===== src/rtl/spec_reg_sequencer_pkg.sv =====
// Shared control-unit definitions: instruction classes, flags-register commands,
// sequencer states and flag bit positions.
package spec_reg_sequencer_pkg;

    localparam int unsigned FlagWidth = 5;

    // Bit positions inside the {N,Z,C,V,mode} flags word
    localparam int unsigned FlagN    = 4;
    localparam int unsigned FlagZ    = 3;
    localparam int unsigned FlagC    = 2;
    localparam int unsigned FlagV    = 1;
    localparam int unsigned FlagMode = 0;

    typedef enum logic [2:0] {
        ClsNone    = 3'd0,
        ClsShift   = 3'd1,
        ClsArith   = 3'd2,
        ClsMove    = 3'd3,
        ClsOvf     = 3'd4,
        ClsSwi     = 3'd5,
        ClsReturn  = 3'd6,
        ClsBiosOff = 3'd7
    } instr_class_e;

    typedef enum logic [3:0] {
        CmdNop        = 4'd0,
        CmdShift      = 4'd1,
        CmdArith      = 4'd2,
        CmdMove       = 4'd3,
        CmdOvf        = 4'd4,
        CmdModeToggle = 4'd5,
        CmdBiosOff    = 4'd7
    } update_cmd_e;

    typedef enum logic [2:0] {
        StIdle      = 3'd0,
        StSwiToggle = 3'd1,
        StSwiRedir  = 3'd2,
        StRetToggle = 3'd3,
        StRetRedir  = 3'd4
    } seq_state_e;

    // Flag-update command for the single-cycle ALU-style classes
    function automatic update_cmd_e alu_cmd(instr_class_e cls);
        update_cmd_e cmd;
        cmd = CmdNop;
        case (cls)
            ClsShift: cmd = CmdShift;
            ClsArith: cmd = CmdArith;
            ClsMove:  cmd = CmdMove;
            ClsOvf:   cmd = CmdOvf;
            default:  cmd = CmdNop;
        endcase
        return cmd;
    endfunction

endpackage


===== src/rtl/spec_reg_sequencer.sv =====
// Drives the flags-register update_mode port and runs the SWI entry/return
// sequences (capture, mode toggle, redirect handshake with fetch).
module spec_reg_sequencer
    import spec_reg_sequencer_pkg::*;
#(
    parameter int unsigned SWI_WAIT_MAX = 15
) (
    input  logic                 clock,
    input  logic                 reset,
    input  logic                 instr_valid,
    input  logic [2:0]           instr_class,
    input  logic [FlagWidth-1:0] flags_in,
    input  logic                 is_bios,
    input  logic                 redirect_ack,
    output logic [3:0]           update_mode,
    output logic                 stall,
    output logic                 redirect_req,
    output logic                 redirect_sel,
    output logic [FlagWidth-1:0] saved_flags,
    output logic                 seq_err
);

    seq_state_e           state_q, state_d;
    logic [3:0]           wait_cnt_q, wait_cnt_d;
    logic [3:0]           update_mode_q, update_mode_d;
    logic                 stall_q, stall_d;
    logic                 redirect_req_q, redirect_req_d;
    logic                 redirect_sel_q, redirect_sel_d;
    logic [FlagWidth-1:0] saved_flags_q, saved_flags_d;
    logic                 seq_err_q, seq_err_d;

    instr_class_e cls;
    logic         accept;
    logic         mode_bit;
    logic         in_redir;
    logic         wait_expired;

    assign cls          = instr_class_e'(instr_class);
    assign accept       = (state_q == StIdle) && instr_valid;
    assign mode_bit     = flags_in[FlagMode];
    assign in_redir     = (state_q == StSwiRedir) || (state_q == StRetRedir);
    // Last permitted wait cycle: no ack now means the handshake is abandoned
    assign wait_expired = (wait_cnt_q == 4'(SWI_WAIT_MAX - 1));

    always_ff @(posedge clock) begin
        if (reset) begin
            state_q        <= StIdle;
            wait_cnt_q     <= 4'd0;
            update_mode_q  <= 4'd0;
            stall_q        <= 1'b0;
            redirect_req_q <= 1'b0;
            redirect_sel_q <= 1'b0;
            saved_flags_q  <= '0;
            seq_err_q      <= 1'b0;
        end else begin
            state_q        <= state_d;
            wait_cnt_q     <= wait_cnt_d;
            update_mode_q  <= update_mode_d;
            stall_q        <= stall_d;
            redirect_req_q <= redirect_req_d;
            redirect_sel_q <= redirect_sel_d;
            saved_flags_q  <= saved_flags_d;
            seq_err_q      <= seq_err_d;
        end
    end

    always_comb begin
        state_d = state_q;
        unique case (state_q)
            StIdle: begin
                if (accept) begin
                    if (cls == ClsSwi && !mode_bit) begin
                        state_d = StSwiToggle;
                    end else if (cls == ClsReturn && mode_bit) begin
                        state_d = StRetToggle;
                    end
                end
            end
            StSwiToggle: state_d = StSwiRedir;
            StRetToggle: state_d = StRetRedir;
            StSwiRedir, StRetRedir: begin
                if (redirect_ack || wait_expired) begin
                    state_d = StIdle;
                end
            end
            default: state_d = StIdle;
        endcase
    end

    // Outputs are registered from the next state so every response lands one
    // cycle after the event that caused it.
    always_comb begin
        update_mode_d  = CmdNop;
        seq_err_d      = 1'b0;
        saved_flags_d  = saved_flags_q;
        wait_cnt_d     = 4'd0;
        stall_d        = (state_d != StIdle);
        redirect_req_d = (state_d == StSwiRedir) || (state_d == StRetRedir);
        redirect_sel_d = (state_d == StRetRedir);

        if (accept) begin
            unique case (cls)
                ClsShift, ClsArith, ClsMove, ClsOvf: update_mode_d = alu_cmd(cls);
                ClsSwi: begin
                    if (mode_bit) begin
                        seq_err_d = 1'b1;
                    end else begin
                        saved_flags_d = flags_in;
                    end
                end
                ClsReturn: begin
                    if (!mode_bit) begin
                        seq_err_d = 1'b1;
                    end
                end
                ClsBiosOff: begin
                    if (is_bios) begin
                        update_mode_d = CmdBiosOff;
                    end
                end
                ClsNone: update_mode_d = CmdNop;
                default: update_mode_d = CmdNop;
            endcase
        end

        if (state_d == StSwiToggle || state_d == StRetToggle) begin
            update_mode_d = CmdModeToggle;
        end

        if (in_redir && !redirect_ack) begin
            if (wait_expired) begin
                seq_err_d = 1'b1;
            end else begin
                wait_cnt_d = wait_cnt_q + 4'd1;
            end
        end
    end

    assign update_mode  = update_mode_q;
    assign stall        = stall_q;
    assign redirect_req = redirect_req_q;
    assign redirect_sel = redirect_sel_q;
    assign saved_flags  = saved_flags_q;
    assign seq_err      = seq_err_q;

endmodule

===== config.mk =====
export PLATFORM = sky130hd
export DESIGN_NAME = spec_reg_sequencer
export DESIGN_NICKNAME = d
export VERILOG_FILES = /design/src/rtl/spec_reg_sequencer_pkg.sv /design/src/rtl/spec_reg_sequencer.sv
export SDC_FILE = /design/constraint.sdc
export NUM_CORES = 1
export LEC_CHECK = 0
export ABC_AREA = 1
export ABC_CLOCK_PERIOD_IN_PS = 1460
export CAP_MARGIN = 40
export CELL_PAD_IN_SITES_DETAIL_PLACEMENT = 1
export CELL_PAD_IN_SITES_GLOBAL_PLACEMENT = 2
export CORE_ASPECT_RATIO = 0.6
export CORE_MARGIN = 2
export CORE_UTILIZATION = 24
export CTS_CLUSTER_DIAMETER = 150
export DETAILED_ROUTE_END_ITERATION = 16
export GPL_TIMING_DRIVEN = 0
export PLACE_DENSITY_LB_ADDON = 0.08
export REMOVE_ABC_BUFFERS = 1
export SETUP_SLACK_MARGIN = 0.02
export SYNTH_ARGS = -nofsm -noshare
export SYNTH_HDL_FRONTEND = slang
export SYNTH_SLANG_ARGS = --single-unit

===== constraint.sdc =====
create_clock -name clock -period 1.46 [get_ports clock]
set_input_delay 0.438 -clock clock [delete_from_list [all_inputs] [get_ports clock]]
set_output_delay 0.438 -clock clock [all_outputs]
set_load 0.05 [all_outputs]

==> reports/metrics.cfg <==
[cts]
clk_path_buf_depth = 2
clkLatencyLatePin_ns = 0.25
htreeDepth = 1
cts_buffers = 3
cts.clk_slew.worst_paths_ns = 0.07
cts.sinks = 18
ctsHoldBuffers = 0
clockRootBuffer = clkbuf_8
cts_tree = yes

[power_and_ir_drop]
p_switching_mw = 0.2776
p_sw_frac = 0.2574
intPower_mw = 0.8009
p_per_area_nw_per_um2 = 903.5
pwr-share-seq = 0.470
p_leak_nw = 0.5413
power_frac_clock = 0.377
total_power_mw = 1.079
share_comb_of_total_power = 0.154
vdd_drop_max_mv = 0.2826

[critical_path]
crit_type = reg2out
end_kind = output pin
cpMaxStageDelayCell = clkdlybuf4s15_2
crit_chain = clkdlybuf4s15_2
path_buf_inv = 1
r2r_end = redirect_req$_SDFF_PP0_
arrival_ns = 0.97
cp_top_family = buffers and inverters
start_kind = register
required_ns = 1.02
worst-r2r-cell-count = 8
cpPeakStageDelay_ns = 0.38
rr_startpoint = wait_cnt_q[0]$_SDFF_PP0_
r2r_slack_ns = 0.17
worst-path-max-fanout = 2

[route]
viasPerCell = 4.236
drt_iter0_drc = 11
wl_per_cell_um = 12.04
routed_wl_mm = 2.144
drt_pass1_iterations = 2
drc = 0
via_count = 754
ant_nets = 0

[placed_design]
place.gp.congestion = 0.6726
io_buffers = 23
dp_hpwl_mm = 1.651
dpl_worst_slack_ns = -0.3594
dpl-instance-area_sq_um = 1099
dp_cells = 172

[finish]
diodes = 0
drive_gt1_frac = 0.2782
final_area_sq_um = 1194
regArea_sq_um = 360.3
nNetsFinal = 149
post-route-util = 0.3658
fin_cells = 178
syn_to_final_growth_pct = 44.98
fillers = 400
mostFrequentLayoutCells = nor2_1 (19), dfxtp_1 (18), nand2_1 (13)
final_common_cell = nor2_1
multi_input_area_sq_um = 429.2

[die]
num_rows = 16
dieArea_sq_um = 3930
die_h_um = 49.37
die_w_um = 79.61
ioPinCount = 26
core_area_sq_um = 3263
start_util = 0.2523

[global_route]
grt.total_usage = 0.1212
overflow = 0
grt_max_degree = 11
grt_pass1_vias = 794
grt_pass1_wl_mm = 3.588
antenna_found_initial = 0

[synthesis]
synth_cell_type_count = 25
ys_seq_area_frac = 0.4377
synth_compound_area_frac = 0.08359
ys_seq_elements = 18
synth_top_cell_by_area = dfxtp_1
synth_mux_area_frac = 0
syn_area_per_cell_sq_um = 7.841
synth_area_leaders = dfxtp_1 (44%), nor2_1 (9.6%), nand2_1 (5.9%)
synth_enable_flop_cells = 0
synth_xor_area_frac = 0.02128
syn_area_sq_um = 823.3
yosysTopAreaCellShare = 0.4377
syn_inst = 105
synthAdderAreaFrac = 0.03040
yosysWarnings = 0
async_flop_share = 0
synth-simple-area-share = 0.3389
ys.flop_type = dfxtp_1
synth_top_family_by_area = simple AND/OR/NAND/NOR gates

[min_path]
min_path_type = reg2reg
hold-path-cell-count = 1
hp-start = wait_cnt_q[0]$_SDFF_PP0_
min_to = wait_cnt_q[0]$_SDFF_PP0_

[run]
drv_cap = 0

[timing]
hold_viol = 0
rsz0062_at_grt = yes
fmax_mhz = 712.0
period_needed_ns = 1.404
slew_viol_final = 0
hold_slack_ns = 0.4693
fin_ws_ns = 0.05559
clock_skew_ns = 0.002157
finalCritPeriodShare = 0.9619
totalNegativeSetupSlack_ns = 0
finalSetupViolCount = 0

[status]
status = finished, final reports clean

registers in the layout, summed over array words and instances (netlist names):
name          cells
redirect_req      1
redirect_sel      1
saved_flags       4
seq_err           1
stall             1
state_q           3
update_mode       3
wait_cnt_q        4
logic make-up after synthesis:
kind of cell,after synthesis
compound gates,12
flops,18
buf+inv,16
fa+ha+maj,2
other cells,1
xor+xnor,2
simple gates,54
worst max path at each step:
stage / start / endpoint / slack [ns] / cells after the start
2_1_floorplan: wait_cnt_q[0]$_SDFF_PP0_ / redirect_req$_SDFF_PP0_ / 0.32 / 8
3_3_place_gp: instr_class[2] / saved_flags[2]$_SDFFE_PP0P_ / -0.31 / 6
3_5_place_dp: reset / wait_cnt_q[2]$_SDFF_PP0_ / -0.36 / 4
4_1_cts: instr_class[0] / redirect_req$_SDFF_PP0_ / 0.02 / 8
5_1_grt: wait_cnt_q[0]$_SDFF_PP0_ / redirect_req$_SDFF_PP0_ / 0.01 / 8
6_report: saved_flags[4]$_SDFFE_PP0P_ / saved_flags[4] / 0.06 / 1
cell type report:
class | instances | area share
inverter | 14 | 0.04822
multi-input combinational | 73 | 0.3595
sequential | 18 | 0.3019
timing repair buffer | 24 | 0.1971
clock buffer | 4 | 0.04612
tap | 45 | 0.04717
power by group through the flow:
stage / Clock, mW / Combinational, mW / Sequential (mW)
2_1_floorplan: 0 / 0.0611 / 0.549
3_3_place_gp: 0 / 0.159 / 0.518
3_5_place_dp: 0 / 0.161 / 0.518
4_1_cts: 0.421 / 0.164 / 0.507
5_1_grt: 0.448 / 0.179 / 0.508
6_report: 0.406 / 0.166 / 0.507
synthesized netlist by cell type, types with 2 or more instances:
cell type / n
inv_1: 8
buf_4: 2
nand2_2: 4
nor2_1: 21
nand4_1: 2
nand3_1: 8
ha_1: 2
inv_2: 4
o21ai_0: 5
a21oi_1: 4
nand2_1: 13
dfxtp_1: 18
nand3_2: 2
metal layers:
metal  vias to the layer above  track usage  share of wire
met1                       348       0.1635           0.53
met2                        15       0.1877           0.43
met4                         0      0.05172         0.0089
met5                         -            0              0
li1                        389            -              -
met3                         2      0.02407          0.028
timing repair:
item                                   CTS  global route
setup endpoints to repair               23            14
gates resized for setup                 39            15
endpoints found under the hold margin    0             0
gates cloned                             1             0
buffers inserted                         0             1
pin swaps                                2             3
Power figures use the tool's default switching activity.
